--- src/rtl/shift_rotate_unit.sv ---
// Single-bit shift/rotate unit for the 16-bit ALU datapath; result and carry-out registered.
// Build option: define SHIFT_SRA_EN to make op=01 an arithmetic (sign-filling) right shift.
module shift_rotate_unit (
    input  logic        clk,
    input  logic        reset,
    input  logic [1:0]  op,
    input  logic [15:0] i0,
    output logic [15:0] o,
    output logic        co
);

    localparam int unsigned W = 16;

    logic         fill;
    logic [W-1:0] sll_src;
    logic [W-1:0] srl_src;
    logic [W-1:0] rol_src;
    logic [W-1:0] ror_src;
    logic [W-1:0] next_o;
    logic [3:0]   co_cand;
    logic         next_co;

    // Bit shifted into position 15 by a right shift
`ifdef SHIFT_SRA_EN
    assign fill = i0[W-1];
`else
    assign fill = 1'b0;
`endif

    // Candidate source for each result bit, one vector per op
    assign sll_src = {i0[W-2:0], 1'b0};
    assign srl_src = {fill, i0[W-1:1]};
    assign rol_src = {i0[W-2:0], i0[W-1]};
    assign ror_src = {i0[0], i0[W-1:1]};

    // Per-bit 4:1 mux indexed directly by op so an unknown op propagates as X
    for (genvar k = 0; k < W; k++) begin : g_bit
        logic [3:0] cand;
        assign cand      = {ror_src[k], rol_src[k], srl_src[k], sll_src[k]};
        assign next_o[k] = cand[op];
    end

    // Left ops expel bit 15, right ops expel bit 0
    assign co_cand = {i0[0], i0[W-1], i0[0], i0[W-1]};
    assign next_co = co_cand[op];

    always_ff @(posedge clk) begin
        if (reset) begin
            o  <= '0;
            co <= 1'b0;
        end else begin
            o  <= next_o;
            co <= next_co;
        end
    end

endmodule

--- config.mk ---
export PLATFORM = sky130hd
export DESIGN_NAME = shift_rotate_unit
export DESIGN_NICKNAME = d
export VERILOG_FILES = /design/src/rtl/shift_rotate_unit.sv
export SDC_FILE = /design/constraint.sdc
export NUM_CORES = 1
export LEC_CHECK = 0
export CAP_MARGIN = 20
export CORE_UTILIZATION = 35
export DETAILED_ROUTE_END_ITERATION = 16
export HOLD_SLACK_MARGIN = 0.06
export PLACE_DENSITY = 0.81
export SLEW_MARGIN = 40
export SYNTH_ARGS = -nofsm -noshare
export SYNTH_HDL_FRONTEND = slang
export SYNTH_SLANG_ARGS = --single-unit
--- constraint.sdc ---
create_clock -name clk -period 1 [get_ports clk]
set_input_delay 0.2 -clock clk [delete_from_list [all_inputs] [get_ports clk]]
set_output_delay 0.2 -clock clk [all_outputs]
set_load 0.05 [all_outputs]
* Word level (Yosys, flattened, before mapping)
Index checks and enable logic that the tools add are counted.
Widths: inputs -> output; s select.
** Storage, ports and cells
- Register bits :: 17
- Bits of input ports :: 20
- Output and inout bits :: 17
** Operators by class
- $lt $le $gt $ge :: 1
- Muxes and demuxes :: 34
** Operators with widths (count)
- $bmux 1 s2 :: 17
- $mux 1 :: 17
- $lt 2x3->1 const B :: 1

* Longest topological paths before layout
Gate-level depths: netlist of run 1.
- Word-level depth :: 2
- Gate-level depth with buffers :: 4
- Depth with buffers taken out :: 2

* Least setup slack after synthesis of run 1
No wires, ideal clock.
- Path type :: input to register
- Start point :: input port op[0]
- End point :: register o[10]
- Library setup time :: 117 ps
- Arrival time :: 676 ps
- Required time :: 883 ps
- Slack :: 207 ps
- Cell stages on the path :: 4
- Buffers on the path :: 2
- Cell sequence :: buf_6 -> buf_12 -> mux2i_1 -> nor2_1
** Between the ends
- Longest elaborated chain between the ends :: 2
** Ends and longest elaborated chain
- start: declaration :: RTL line 6 : input logic [1:0] op,
- $bmux 1 s2 :: RTL line 40 : assign next_o[k] = cand[op];
- $mux 1 (implied by the code) :: RTL line 40
- end signal: assignment :: RTL line 52 : o <= next_o;
- end: declaration :: RTL line 8 : output logic [15:0] o,
Every way passes these cells. The select of a mux whose other input is x is not followed.
A chain may end at the register's enable or synchronous reset.

* Worst setup path in the final report of run 1
- Start point :: register o[9]
- End point :: output port o[9]
No word-level cell between the ends.

==> flow_metrics.py, run 1 <==
metrics = {
    "critical_path": {
        "crit_cells": 1,
        "startpoint_type": "register",
        "crit_path_max_incr_delay_ns": 0.36,
        "path_buf_inv": 1,
        "cp-endpoint": "o[9]",
        "slowest_stage": "dfxtp_2",
        "crit_family": "flip-flops",
        "cp-startpoint": "o[9]",
        "crit_required_ns": 0.80,
        "worstPathArrival_ns": 0.79,
        "crit_chain": "buf_12",
        "crit_fanout": 1,
        "path_class": "register to primary output",
        "crit_path_end_kind": "primary output",
    },
    "cts": {
        "clockRootBuffer": "clkbuf_4",
        "post_cts_buffers": 0,
        "htree_levels": 1,
        "cts_tree": "yes",
        "cts_made_buffers": 3,
        "cts.clk_slew.worst_paths_ns": 0.09,
        "clock_sinks": 17,
        "clock_path_buffers": 2,
        "hold_buffers": 0,
    },
    "final_layout": {
        "mostFrequentLayoutCells": "buf_12 (19), clkdlybuf4s50_1 (18), dfxtp_2 (17)",
        "drive_above_1_share_pct": 42.7,
        "layout.nets": 117,
        "fin_util_pct": 79.3,
        "n_antenna_cell": 0,
        "finalInstanceArea_sq_mm": 0.00126,
        "areaGrowthSynthToFinish_pct": 102,
        "fin_cells": 120,
        "fillers": 97,
        "layout_commonest_cell": "buf_12",
    },
    "pwr": {
        "power.share.sequential_pct": 45.9,
        "power.share.clock_pct": 21.1,
        "p_leak_nw": 0.553,
        "p_sw_mw": 0.490,
        "pwr-share-comb_pct": 33.0,
        "max-vdd-ir-drop_v": 0.00111,
        "switching_share_pct": 29.2,
        "p_int_mw": 1.19,
        "powerDensity_mw_per_mm2": 1330,
    },
    "die": {
        "start_util_pct": 39.2,
        "core_sq_mm": 0.00159,
        "fp.dieArea_sq_mm": 0.00196,
        "pin_count": 37,
        "die_h_microns": 44.3,
        "die_width_microns": 44.3,
        "rows": 14,
    },
    "sta": {
        "fmax_mhz": 1010,
        "finalSetupViolations": 0,
        "max_slew_margin_pct": 88.6,
        "drv_slew": 0,
        "worst_slew_pin_slew_ns": 0.166,
        "fin_ws_ns": 0.0144,
        "period_needed_ns": 0.986,
        "rsz0062_at_grt": "true",
        "hold_slack_ns": 0.499,
        "hold_viol_final": 0,
        "period_share_pct": 98.6,
    },
    "routing": {
        "drc": 0,
        "post_drt_wl_per_cell_microns": 14.0,
        "antenna_left": 0,
        "vias": 543,
        "first_iter_violations": 9,
        "finalWirelength_microns": 1680,
        "first_pass_iters": 4,
        "routed_via_density": 4.53,
    },
    "synth": {
        "ys_top_cells_by_area": "dfxtp_1 (54%), mux2i_1 (24%), nor2_1 (9.0%)",
        "synth_top_area_share_pct": 54.4,
        "seq_area_frac_synth_pct": 54.4,
        "syn_area_sq_um": 626,
        "syn-mean-instance-area_sq_um": 11.0,
        "synth_seq_cells": 17,
        "synthCells": 57,
        "yosysTopAreaCell": "dfxtp_1",
        "ys_types": 11,
        "synth_nets": 77,
        "ys_warn_count": 0,
    },
    "global_route": {
        "track_usage_pct": 18.6,
        "overflow": 0,
        "grt.busiest_layer": "met2",
        "grt_pass1_vias": 549,
        "grt_max_degree": 18,
        "met1_usage_pct": 21.3,
        "grtUsageMet3_pct": 6.12,
        "grt_pass1_wl_microns": 2500,
        "grt_antenna_before_repair": 0,
        "use_met2_pct": 29.1,
    },
    "placement": {
        "port_buffers": 36,
        "dp_slack_ns": -0.318,
        "place_congestion": 0.737,
        "hpwlAfterDp_microns": 1180,
        "place_inst": 115,
        "dpl-instance-area_sq_mm": 0.00118,
    },
    "flow_run": {
        "cap_violations": 0,
    },
    "min_path": {
        "hold_path.class": "input port to register",
        "min_from": "i0[1]",
    },
    "run_status": {
        "outcome": "complete, no violations",
    },
}
[final cells by class]
| cell class | instances | area, sq um | area share [%] |
|---|---|---|---|
| Sequential cell | 17 | 362 | 28.6 |
| Timing Repair Buffer | 39 | 602 | 47.6 |
| Clock buffer | 4 | 26.3 | 2.08 |
| Multi-Input combinational cell | 36 | 244 | 19.3 |
| Tap cell | 24 | 30.0 | 2.38 |
[cells by family (layout without fill, tap and decap cells)]
family,after synthesis,count (layout),share of synthesized area [%]
compound gates,2,2,1.60
buf+inv,4,43,6.60
flops,17,17,54.4
mux,15,15,24.0
simple gates,19,19,13.4
[registers in the layout, indices dropped and copies added (netlist names)]
name / cells
o: 16
co: 1
[what timing repair did]
item,CTS,global route
endpoints found under the hold margin,0,0
endpoints found under the setup margin,15,17
cloned,1,0
resized for setup,15,3
[stage by stage]
step	power, mW	setup TNS (ns)
2_1_floorplan	1.00	0
3_3_place_gp	1.30	-3.86
3_5_place_dp	1.31	-4.25
4_1_cts	1.69	-0.000193
5_1_grt	1.76	-0.126
6_report	1.68	0
[worst min-delay path by stage]
stage	end	cells past startpoint	slack, ns
final	o[0]	3	0.50
after CTS	o[0]	3	0.49
after floorplan	o[0]	2	0.34
after detailed placement	o[2]	1	0.65
after global routing	o[0]	3	0.52
after global placement	o[0]	1	0.65
[worst min-delay path: stages]
cell             delay, ns
clkdlybuf4s50_1       0.42
nand2_1               0.08
a21oi_1               0.05
[power groups by stage]
stage	clock (mW)	sequential, mW	combinational (mW)
detailed placement	0	0.776	0.535
CTS	0.373	0.768	0.553
global placement	0	0.774	0.526
finish	0.354	0.769	0.554
global route	0.410	0.774	0.577
floorplan	0	0.907	0.0938
[cell usage after synthesis (all sizes together)]
master  count
nor2       15
dfxtp      17
buf         4
nand2       1
nand3b      1
mux2i      15
nand3       1
a21oi       2
nand2b      1
[metal layers]
metal | up-vias | wire length [microns]
li1 | 268 | -
met5 | - | 0
met1 | 242 | 663
met2 | 26 | 868
met3 | 7 | 95
met4 | 0 | 53
Note: power is estimated with default switching activity, not from simulation.
==> run 2: changes to the inputs <==
- CTS_CLUSTER_SIZE: not set -> 8
==> results of run 2 <==
Final layout, timing and power as in run 1 (identical DEF).
